--- config.mk ---
export PLATFORM = sky130hd
export DESIGN_NAME = seq_recognizer
export DESIGN_NICKNAME = d
export VERILOG_FILES = /design/src/rtl/seq_recognizer.sv
export SDC_FILE = /design/constraint.sdc
export NUM_CORES = 1
export LEC_CHECK = 0
export ABC_AREA = 1
export CAP_MARGIN = 10
export CORE_MARGIN = 1.5
export CORE_UTILIZATION = 45
export CTS_CLUSTER_DIAMETER = 40
export CTS_CLUSTER_SIZE = 40
export DETAILED_ROUTE_END_ITERATION = 16
export PLACE_DENSITY = 0.84
export SLEW_MARGIN = 40
export SYNTH_ARGS = -nofsm -noshare
export SYNTH_HDL_FRONTEND = slang
export SYNTH_SLANG_ARGS = --single-unit
export TNS_END_PERCENT = 50
--- constraint.sdc ---
create_clock -name clk -period 1.44 [get_ports clk]
set_input_delay 0.288 -clock clk [delete_from_list [all_inputs] [get_ports clk]]
set_output_delay 0.288 -clock clk [all_outputs]
set_load 0.1 [all_outputs]
--- src/rtl/seq_recognizer.sv ---
// -----------------------------------------------------------------------------
// seq_recognizer
//
// Parametrised serial-sequence recognizer. Watches a 1-bit serial stream,
// qualified by a valid strobe, for an N-bit PATTERN that arrives MSB first.
// The match indication Q is Mealy, so it is visible in the same cycle as the
// completing bit. A saturating counter records the number of matches.
// All state updates happen on the FALLING edge of clk.
//
// Parameters
//   N        pattern length in bits (2..16)
//   PATTERN  N-bit pattern; PATTERN[N-1] is the first bit expected
//   OVERLAP  1: after a match, resume from the longest proper prefix-suffix
//            0: after a match, restart from the empty prefix
//   COUNT_W  width of match_count
//
// Ports
//   clk          system clock; state updates on the falling edge
//   reset        asynchronous active-low reset (clears state and counter)
//   valid        D is sampled only while valid is high
//   D            serial data bit
//   clear        synchronous counter clear; wins over a simultaneous match
//   Q            Mealy match: valid & (state == N-1) & (D == PATTERN[0])
//   match_count  saturating number of matches since reset/clear
//   state        current matched-prefix length k (debug)
// -----------------------------------------------------------------------------
module seq_recognizer #(
  parameter int          N       = 3,
  parameter logic [N-1:0] PATTERN = 3'b011,
  parameter bit          OVERLAP = 1'b1,
  parameter int          COUNT_W = 8
) (
  input  logic                 clk,
  input  logic                 reset,
  input  logic                 valid,
  input  logic                 D,
  input  logic                 clear,
  output logic                 Q,
  output logic [COUNT_W-1:0]   match_count,
  output logic [$clog2(N)-1:0] state
);

  localparam int            SW       = $clog2(N);
  // Every encoding of the state register gets a table entry, so encodings
  // >= N (unreachable in normal operation) have a defined successor of 0.
  localparam int            NS       = 1 << SW;
  localparam logic [SW-1:0] K_LAST   = SW'(N - 1);
  localparam logic          LAST_BIT = PATTERN[0];

  // Bit i of the pattern in arrival order (i = 0 is the first bit received).
  function automatic logic pat_bit(input int i);
    return PATTERN[N-1-i];
  endfunction

  // Successor of prefix length k after receiving bit d.
  // The received history is "first k pattern bits, then d" (length k+1);
  // the successor is the longest suffix of that string, shorter than N,
  // which is also a prefix of PATTERN. On a full match this is F(N) for
  // overlapping mode; non-overlapping mode forces 0 instead.
  function automatic logic [SW-1:0] next_k(input int k, input logic d);
    int   best;
    int   j;
    logic ok;
    logic sb;
    best = 0;
    if (k >= N) begin
      return '0;
    end
    if (!OVERLAP && (k == N - 1) && (d == pat_bit(N - 1))) begin
      return '0;
    end
    for (int len = 1; len < N; len++) begin
      if (len <= k + 1) begin
        ok = 1'b1;
        for (int i = 0; i < len; i++) begin
          j  = k + 1 - len + i;
          sb = (j < k) ? pat_bit(j) : d;
          if (sb != pat_bit(i)) begin
            ok = 1'b0;
          end
        end
        if (ok) begin
          best = len;
        end
      end
    end
    return SW'(best);
  endfunction

  // Saturating increment: holds at all-ones instead of wrapping.
  function automatic logic [COUNT_W-1:0] sat_inc(input logic [COUNT_W-1:0] c);
    if (&c) begin
      return c;
    end
    return c + 1'b1;
  endfunction

  // Transition constants, one pair per state encoding, fixed at elaboration.
  logic [SW-1:0] nx_d0 [NS];
  logic [SW-1:0] nx_d1 [NS];

  for (genvar g = 0; g < NS; g++) begin : g_trans
    localparam logic [SW-1:0] NX0 = next_k(g, 1'b0);
    localparam logic [SW-1:0] NX1 = next_k(g, 1'b1);
    assign nx_d0[g] = NX0;
    assign nx_d1[g] = NX1;
  end

  logic [SW-1:0]      k_q;
  logic [SW-1:0]      k_nxt;
  logic               match;
  logic [COUNT_W-1:0] cnt_q;

  // Next-state and Mealy output
  always_comb begin
    k_nxt = k_q;
    match = 1'b0;
    if (valid) begin
      match = (k_q == K_LAST) && (D == LAST_BIT);
      k_nxt = D ? nx_d1[k_q] : nx_d0[k_q];
    end
  end

  // State register (falling edge)
  always_ff @(negedge clk or negedge reset) begin
    if (!reset) begin
      k_q <= '0;
    end else begin
      k_q <= k_nxt;
    end
  end

  // Match counter: clear has priority over a same-edge match
  always_ff @(negedge clk or negedge reset) begin
    if (!reset) begin
      cnt_q <= '0;
    end else if (clear) begin
      cnt_q <= '0;
    end else if (match) begin
      cnt_q <= sat_inc(cnt_q);
    end
  end

  assign Q           = match;
  assign match_count = cnt_q;
  assign state       = k_q;

endmodule

# Word level (Yosys, flattened, before mapping)
# Cells that the tools add are included.
dict set report classes {
  n_addsub 1
  mux 14
  n_bitwise 1
  n_reduce_logical 4
  shift 0
  eq_ne 2
  div 0
  order_cmp 1
  n_mul 0
}
# op count
set ops {}
lappend ops {{2-to-1 mux 8 bit} 3}
lappend ops {{2-to-1 mux 2 bit} 5}
lappend ops {{adder 8 x 1 -> 8 bit, second input constant} 1}
lappend ops {{binary-select mux 2 bit (select 2 bit)} 2}
lappend ops {{AND reduction 8 bit} 1}
lappend ops {{2-to-1 mux 1 bit} 4}
lappend ops {{greater-or-equal comparator 3 bit, second input constant} 1}
lappend ops {{inequality test 3 bit, second input constant} 1}
lappend ops {{inverter 2 -> 3 bit} 1}
lappend ops {{equality test 2 bit, second input constant} 1}
lappend ops {{AND reduction 2 bit} 1}
lappend ops {{nonzero test 2 bit} 1}
lappend ops {{logical AND 1 bit} 1}
dict set report word_totals {
  regBits 10
  ramBits 0
  n_memories 0
  input_bits 5
  rom_bits 0
  latch_bits 0
}

# Logic depth before layout (Yosys ltp)
# Gate-level depths: netlist (run 1).
dict set report logic_depth {
  depth_word 8
  mapped_depth 8
}

==> results of run 1 <==
final cells by class:
cell class / count / area, um2 / area share [%]
clock buffers: 4 / 36.3 / 3.05
inverters: 9 / 33.8 / 2.84
multi-input cells: 57 / 390 / 32.8
flip-flops and latches: 10 / 250 / 21.0
well taps: 15 / 18.8 / 1.58
repair buffers: 39 / 462 / 38.8
cells in the mapped netlist, drive strengths merged:
| cell | count | area [um2] |
|---|---|---|
| nand2 | 22 | 97.6 |
| inv | 8 | 30.0 |
| nand4 | 1 | 6.26 |
| nor2 | 7 | 47.5 |
| o21bai | 1 | 7.51 |
| nand3 | 12 | 72.6 |
| o21ai | 10 | 53.8 |
| a31oi | 1 | 6.26 |
| clkinv | 1 | 3.75 |
| xnor2 | 1 | 8.76 |
| xor2 | 1 | 8.76 |
| ha | 1 | 12.5 |
| dfrtn | 10 | 250 |
worst max path at each step:
| stage | startpoint | to | cells after the start |
|---|---|---|---|
| 6_report | state[0] | Q | 5 |
| 5_1_grt | state[1] | Q | 4 |
| 3_5_place_dp | valid | match_count[2] | 6 |
| 2_1_floorplan | state[1] | Q | 2 |
| 4_1_cts | state[0] | Q | 5 |
| 3_3_place_gp | valid | match_count[2] | 6 |
report_power, final:
group	leakage [uW]	total [uW]	switching (uW)	internal [uW]
sequential	0.000136	299	9.10	290
combinational	0.000396	222	131	90.8
clock	0.0000210	269	115	154
total	0.000553	790	256	535
cell families after synthesis:
logic type,share of synthesized area [%]
AO/OA/AOI/OAI,11.2
XOR/XNOR,2.89
adder cells (fa/ha/maj),2.07
buffers and inverters,5.58
flip-flops,41.3
AND/OR/NAND/NOR,37.0
flip-flops by register name (all words and copies together), names as in the netlist:
| name | cells |
|---|---|
| match_count | 8 |
| state | 2 |
placed cells by master, fill, tap and decap left out, types with 2 or more instances in the layout:
| cell type | instances |
|---|---|
| nand2_4 | 2 |
| clkbuf_4 | 3 |
| o21ai_1 | 6 |
| inv_2 | 3 |
| inv_1 | 6 |
| dlygate4sd2_1 | 2 |
| buf_6 | 3 |
| nand3_2 | 8 |
| nand2_2 | 2 |
| nand3_1 | 3 |
| nor2_1 | 4 |
| dfrtn_1 | 10 |
| o21ai_0 | 3 |
| buf_4 | 20 |
| clkdlybuf4s50_1 | 2 |
| nand2_1 | 17 |
| buf_12 | 12 |
per-layer routing:
metal	global-route usage, %	vias up	routed length, um
li1	-	334	-
met5	0	-	0
met3	8.52	32	275
met1	36.3	397	1020
met4	19.8	0	236
met2	63.1	92	1480
metrics by stage:
step                area [um2]  hold WS [ns]  TNS, ns  worst slack, ns
detailed placement        1060         0.558    -9.66           -0.744
finish                    1190         0.627    -9.36           -0.771
global route              1190         0.643    -9.88           -0.808
global placement          1060         0.540    -8.87           -0.677
CTS                       1150         0.647    -8.97           -0.754
floorplan                  648         0.604   -12.50            -1.19
critical path, stage by stage (launching register included):
cell,delay [ns]
dfrtn_1,0.46
inv_2,0.07
nand2_4,0.09
nor2_8,0.04
buf_6,0.12
buf_12,0.15
what timing repair did:
item / in CTS / in global routing
gates resized for setup: 8 / 6
pin swaps: 3 / 1
buffers inserted: 5 / 5
setup endpoints to repair: 21 / 21
==> flow_summary.json, run 1 <==
{
  "run_status": "finished, violations left",
  "violations": "setup timing",
  "path_clk_slew_ns": 0.05,
  "grt_max_degree": 11,
  "num_io_pins": 16,
  "setup_ws_ns": -0.771,
  "initial_utilization_pct": 47.1,
  "ys_seq_area_share_pct": 41.3,
  "dp_hpwl_um": 1330,
  "cts_root_buf": "clkbuf_4",
  "fillers": 46,
  "detail-route-antenna-nets": 0,
  "power_leakage_uw": 0.000553,
  "clkLatencyLatePin_ns": 0.28,
  "cts_tree": "done",
  "overflow": 0,
  "grt_antenna_before_repair": 0,
  "drv_cap": 0,
  "hp-class": "reg2reg",
  "cts_max_level": 1,
  "drive_gt1_share_pct": 51.3,
  "synth.avg_cell_area_um2": 7.97,
  "grt_pass1_vias": 736,
  "die_area_mm2": 0.00157,
  "hold_viol": 0,
  "rr_worst_depth": 11,
  "hp-start": "state[1]",
  "ir_worst_vdd_v": 0.000686,
  "setup_violations": 21,
  "first_iter_violations": 44,
  "reg2reg_from": "match_count[0]",
  "worstPathMaxFanout": 2,
  "die_w_um": 39.7,
  "num_vias": 855,
  "finalMaxSlewViolations": 0,
  "required_ns": 1.15,
  "nNetsFinal": 126,
  "wl_per_cell_um": 22.5,
  "worst_setup_path_start_kind": "flip-flop",
  "first_pass_iters": 4,
  "fin_util_pct": 92.7,
  "rsz0062_at_grt": "yes",
  "endpoint_kind": "output port",
  "worst_r2r_endpoint": "match_count[5]",
  "synth-seq-cells": 10,
  "numCtsBuffers": 3,
  "core_mm2": 0.00128,
  "ys.warnings.count": 0,
  "finalPower_uw": 790,
  "die_h_um": 39.7,
  "cts_hold_buf": 0,
  "antenna_cells": 0,
  "area_growth_pct": 96.7,
  "wirelength_um": 3010,
  "portBuffers": 15,
  "yosys.cell_types.count": 21,
  "placement_rows": 13,
  "powerDensity_mw_per_mm2": 663,
  "netlist_instances": 76,
  "track_usage_pct": 35.1,
  "hold-path-endpoint": "state[0]",
  "drc_errors": 0,
  "timing.slew.headroom_pct": 76.5,
  "crit_arrival_ns": 1.92,
  "cts.sinks": 10,
  "reg2reg_slack_ns": -0.44,
  "fin_worst_skew_ns": 0.00305,
  "timing_worst_slew_pin_value_ns": 0.349,
  "grt_first_pass_wirelength_um": 3480,
  "holdPathStages": 2,
  "cts_max_path_buffers": 2,
  "synth_area_um2": 606,
  "final_cells": 134,
  "path_class": "reg2out",
  "gp_congestion": 0.784,
  "viasPerCell": 6.38,
  "syn_nets": 82,
  "place_inst": 122
}
No activity file was read; power rests on OpenSTA's default activity.
==> inputs of run 2 (changes only) <==
ABC_AREA = not set   (was 1)
CORE_AREA = 2 2 39 41   (was not set)
CORE_MARGIN = not set   (was 1.5)
CORE_UTILIZATION = not set   (was 45)
DIE_AREA = 0 0 41 43   (was not set)
PLACE_DENSITY = 0.8   (was 0.84)
==> run 2 against run 1 <==
  * Combinational power shrank 18%
  * Die area is 12% higher
  * Critical path depth down 2
  * Synthesized area fell by 8.9%
  * Clock power is 27% lower
  * Clock skew about the same
  * Power shrank 15%
  * The run still ends with setup timing left
  * Wire length shrank 55%
  * Critical path type unchanged
==> flow_summary.json, run 2 <==
{
  "run_status": "finished, violations left",
  "violations": "setup timing",
  "final_common_cell": "buf_4",
  "timing.slew.headroom_pct": 77.2,
  "detail-route-antenna-nets": 0,
  "place_inst": 93,
  "overflow": 0,
  "async_flop_share_pct": 100,
  "p_int_uw": 469,
  "cts_max_path_buffers": 2,
  "top_layer": "met4",
  "ys_seq_area_share_pct": 45.4,
  "cts_root_buf": "clkbuf_4",
  "viasPerCell": 5.32,
  "cts_tree": "done",
  "num_io_pins": 16,
  "clkLatencyLatePin_ns": 0.28,
  "crit_arrival_ns": 1.95,
  "cts.sinks": 10,
  "synth_edf_count": 0,
  "dp_hpwl_um": 958,
  "power_frac_seq_pct": 43.9,
  "p_comb_share_pct": 27.1,
  "drt-met1-wl_um": 535,
  "grt_max_degree": 11,
  "drv_cap": 0,
  "portBuffers": 15,
  "endpoint_kind": "output port",
  "yosys.cell_types.count": 22,
  "synth.avg_cell_area_um2": 11.3,
  "fin_worst_skew_ns": 0.00268,
  "dr_wl_met2_um": 693,
  "finalPower_uw": 674,
  "path_clk_slew_ns": 0.05,
  "netlist_instances": 49,
  "power_leakage_uw": 0.000480,
  "switching_share_pct": 30.5,
  "ys.warnings.count": 0,
  "worst_setup_path_start_kind": "flip-flop",
  "core_mm2": 0.00138,
  "first_pass_iters": 4,
  "powerDensity_mw_per_mm2": 659,
  "gp_congestion": 0.876,
  "synth_area_um2": 552,
  "die_w_um": 41,
  "finalMaxSlewViolations": 0,
  "initial_utilization_pct": 39.9,
  "first_iter_violations": 18,
  "setup_ws_ns": -0.800,
  "nNetsFinal": 91,
  "required_ns": 1.15,
  "synth-seq-cells": 10,
  "synth_largest_area_cell": "dfrtn_1",
  "power.switching_uw": 205,
  "numCtsBuffers": 3,
  "die_h_um": 43,
  "area_growth_pct": 85.5,
  "antenna_cells": 0,
  "cts_hold_buf": 0,
  "ir_worst_vdd_v": 0.000508,
  "hold_viol": 0,
  "track_usage_pct": 19.5,
  "rsz0062_at_grt": "yes",
  "timing_worst_slew_pin_value_ns": 0.341,
  "layout_common_cells": "buf_4 (15), buf_12 (12), dfrtn_1 (10), nor2_1 (8)",
  "die_area_mm2": 0.00176,
  "routed-wl-met3_um": 70,
  "yosysTopAreaCellShare_pct": 45.4,
  "wirelength_um": 1350,
  "ys.flop_type": "dfrtn_1",
  "grt_first_pass_wirelength_um": 2190,
  "worstPathMaxFanout": 2,
  "setup_violations": 20,
  "final_cells": 99,
  "path_class": "reg2out",
  "largest_reg_flops": 8,
  "synth.cells.most_frequent": "dfrtn_1 (10), nor2_1 (8), mux2i_1 (4), xor2_1 (4)",
  "clockPowerShare_pct": 29.0,
  "drc_errors": 0,
  "drive_gt1_share_pct": 48.2,
  "cts_max_level": 1,
  "grt_antenna_before_repair": 0,
  "hp-class": "reg2reg",
  "syn_nets": 55,
  "placement_rows": 14,
  "num_vias": 527,
  "synth.area.top_cells": "dfrtn_1 (45%), mux2i_1 (7.3%), xor2_1 (6.3%), nor2_1 (5.4%), nand4_4 (3.9%)",
  "wl_per_cell_um": 13.6,
  "synth_most_common_cell": "dfrtn_1",
  "grt_pass1_vias": 497
}
## run 2: cell count changes in the layout (fill, tap and decap cells not counted), sizes merged, moves of 2 or more
cell    delta
nand4      +2
mux2i      +4
o211ai     +2
inv        -9
nand2     -21
o21ai      -9
nand3     -10
buf        -6
and3       +2
a21oi      +2
xor2       +3
## run 2: routing by layer
metal | vias to the layer above | global-route usage, %
met5 | - | 0
met4 | 0 | 16.0
met3 | 5 | 3.14
met2 | 23 | 29.7
met1 | 250 | 22.4
li1 | 249 | -
## run 2: final cells by class
class	count	area, um2
timing repair buffer	33	414
fill	85	360
multi-input combinational	37	317
sequential	10	250
clock buffer	3	22.5
tap	16	20.0
## run 2: per-stage QoR
stage / instance area (um2) / setup slack, ns / TNS, ns / util (%) / hold WS [ns]
floorplan: 573 / -1.12 / -12.09 / - / 0.604
global placement: 948 / -0.966 / -11.19 / 68.5 / 0.545
global route: 1020 / -0.828 / -10.28 / 74.0 / 0.632
detailed placement: 948 / -1.06 / -11.85 / 68.5 / 0.562
finish: 1020 / -0.800 / -9.71 / 74.0 / 0.609
CTS: 1030 / -0.779 / -10.0 / 74.5 / 0.565
## run 2: final timing paths
check                                    start        endpoint  slack [ns]  cells after the start
worst min register to register        state[0]        state[0]        0.61                      2
worst max-delay path                  state[1]               Q       -0.80                      3
worst max register to register  match_count[1]  match_count[2]       -0.16                      6
worst min-delay path                  state[0]        state[0]        0.61                      2
min in group asynchronous                reset        state[0]        0.93                      2
max in group asynchronous                reset        state[1]        0.37                      2
## run 2: cells by family after synthesis
family	share of synthesized area, %
AO/OA/AOI/OAI	10.9
XOR/XNOR	6.35
adder cells (fa/ha/maj)	2.27
buffers and inverters	3.85
flip-flops	45.4
multiplexers	9.30
AND/OR/NAND/NOR	22.0
## run 2: power groups by stage
stage | clock network [uW] | logic, uW | registers, uW
final | 196 | 183 | 296
after global routing | 218 | 192 | 296
after CTS | 198 | 183 | 295
after detailed placement | 0 | 170 | 300
after global placement | 0 | 168 | 299
after floorplan | 0 | 28.9 | 360
## run 2: worst max-delay path: stages, from the launching register on
cell and delay, ns:
dfrtn_1 0.41, and4b_2 0.27, buf_6 0.11, buf_12 0.16
## run 2: what timing repair did
action / 4_1_cts / 5_1_grt
buffers inserted: 3 / 4
resized for setup: 11 / 1
setup endpoints to repair: 21 / 20
pin swaps: 8 / 3
==> inputs of run 3 (changes only) <==
CORE_AREA = 4 4 41 43   (was 2 2 39 41)
CTS_CLUSTER_SIZE = 28   (was 40)
DIE_AREA = 0 0 45 47   (was 0 0 41 43)
==> run 3 against run 2 <==
  * Register-to-register slack gained 0.06 ns
  * Die area grew 20%
  * Global-route usage shrank 4.6 points
  * The flow still finishes with violations (setup timing)
  * Sequential share of layout area shrank 0.44 points
  * Worst hold slack lost 0.048 ns
  * Non-clock buffer count grew 1
  * Highest routed layer is now met3
  * Clock skew grew 0.0021 ns
  * Wire length grew 7.8%
  * Sequential power is essentially flat
  * Critical path depth is the same
  * Largest power group unchanged
  * First-iteration DRC count shrank 56%
==> flow_summary.json, run 3 (synthesis results as in run 2) <==
{
  "run_status": "finished, violations left",
  "violations": "setup timing",
  "crit_path_end": "Q",
  "holdPathStages": 2,
  "p_comb_share_pct": 24.7,
  "grt_first_pass_wirelength_um": 2330,
  "num_io_pins": 16,
  "worstPathMaxFanout": 2,
  "endpoint_kind": "output port",
  "setup_tns_ns": -8.77,
  "timing_worst_slew_pin_value_ns": 0.305,
  "worst_r2r_endpoint": "match_count[6]",
  "cts_tree": "done",
  "portBuffers": 15,
  "rsz0062_at_grt": "yes",
  "switching_share_pct": 28.4,
  "wirelength_um": 1460,
  "drv_cap": 0,
  "place_inst": 94,
  "fin_util_pct": 80.1,
  "initial_utilization_pct": 42.4,
  "grt_pass1_vias": 498,
  "power_leakage_uw": 0.000511,
  "layout_common_cells": "buf_4 (16), buf_12 (12), dfrtn_1 (10), nor2_1 (8)",
  "powerDensity_mw_per_mm2": 699,
  "ir_worst_vdd_v": 0.000540,
  "cts_max_path_buffers": 2,
  "timing.slew.headroom_pct": 79.6,
  "cts.sinks": 10,
  "first_iter_violations": 8,
  "cts_root_buf": "clkbuf_4",
  "clkLatencyLatePin_ns": 0.27,
  "path_class": "reg2out",
  "die_area_mm2": 0.00212,
  "drive_gt1_share_pct": 49.4,
  "first_pass_iters": 4,
  "dpl_worst_slack_ns": -1.01,
  "area_growth_pct": 88.9,
  "numCtsBuffers": 3,
  "grt_antenna_before_repair": 0,
  "viasPerCell": 5.19,
  "antenna_cells": 0,
  "power.switching_uw": 207,
  "num_vias": 519,
  "clockPowerShare_pct": 34.8,
  "hold-worst-slack_ns": 0.561,
  "cts_max_level": 1,
  "dp_hpwl_um": 1050,
  "required_ns": 1.15,
  "placement_rows": 13,
  "overflow": 0,
  "hp-class": "reg2reg",
  "reg2reg_from": "match_count[0]",
  "detail-route-antenna-nets": 0,
  "power_frac_seq_pct": 40.5,
  "setup_violations": 19,
  "final_common_cell": "buf_4",
  "p_int_uw": 522,
  "final_cells": 100,
  "reg2reg_slack_ns": -0.10,
  "fin_worst_skew_ns": 0.00478,
  "gp_congestion": 0.850,
  "finalMaxSlewViolations": 0,
  "worstSetupStartpoint": "state[0]",
  "nNetsFinal": 92,
  "core_mm2": 0.00130,
  "rr_worst_depth": 6,
  "worst_setup_path_start_kind": "flip-flop",
  "die_h_um": 47,
  "cts_hold_buf": 0,
  "drc_errors": 0,
  "crit_arrival_ns": 1.93,
  "hold_viol": 0,
  "fillers": 79,
  "wl_per_cell_um": 14.6,
  "die_w_um": 45,
  "setup_ws_ns": -0.777,
  "track_usage_pct": 14.9,
  "grt_max_degree": 11,
  "largest_reg_flops": 8,
  "path_clk_slew_ns": 0.05
}
[run 3: cell types whose count changed in the layout (fill, tap and decap cells not counted), sizes merged]
cell / delta
dlygate4sd2: -1
clkdlybuf4s15: -1
clkbuf: +1
buf: +1
dlymetal6s2s: +2
[run 3: metrics by stage]
step | power (uW) | instance area [um2]
floorplan | 389 | 573
detailed placement | 476 | 962
global placement | 473 | 962
CTS | 730 | 1010
finish | 728 | 1040
global route | 752 | 1040
[run 3: final cells by class]
cell class                 instances  area [um2]  area share (%)
clock buffer                       4        36.3            3.48
multi-input combinational         37         305            29.3
sequential                        10         250            24.0
tap                               15        18.8            1.80
timing repair buffer              34         432            41.4
[run 3: how the worst min path moves through the flow]
stage	slack, ns	end	start
after floorplan	0.60	match_count[0]	reset
after global placement	0.55	state[1]	state[1]
after detailed placement	0.55	state[1]	state[1]
after CTS	0.55	state[1]	state[1]
after global routing	0.61	state[1]	state[1]
final	0.56	state[1]	state[1]
[run 3: routing by layer]
| metal | global-route usage [%] | up-vias | wire, um |
|---|---|---|---|
| met5 | 0 | - | 0 |
| met4 | 1.75 | 0 | 0 |
| li1 | - | 253 | - |
| met2 | 25.4 | 15 | 744 |
| met1 | 19.3 | 251 | 649 |
| met3 | 4.21 | 0 | 62 |
[run 3: power groups by stage]
stage          Clock [uW]  Combinational (uW)  Sequential [uW]
6_report              253                 180              295
5_1_grt               267                 188              297
4_1_cts               259                 177              294
3_5_place_dp            0                 175              300
3_3_place_gp            0                 173              299
2_1_floorplan           0                28.9              360
[run 3: worst max-delay path, cell delays in order, from the launching register on]
cell     delay [ns]
dfrtn_1        0.42
and4b_2        0.24
buf_6          0.12
buf_12         0.15
[run 3: what timing repair did]
item,in CTS,in global routing
pin swaps,0,7
resized for setup,2,6
buffers inserted,2,2
endpoints found under the setup margin,21,21
endpoints found under the hold margin,0,0
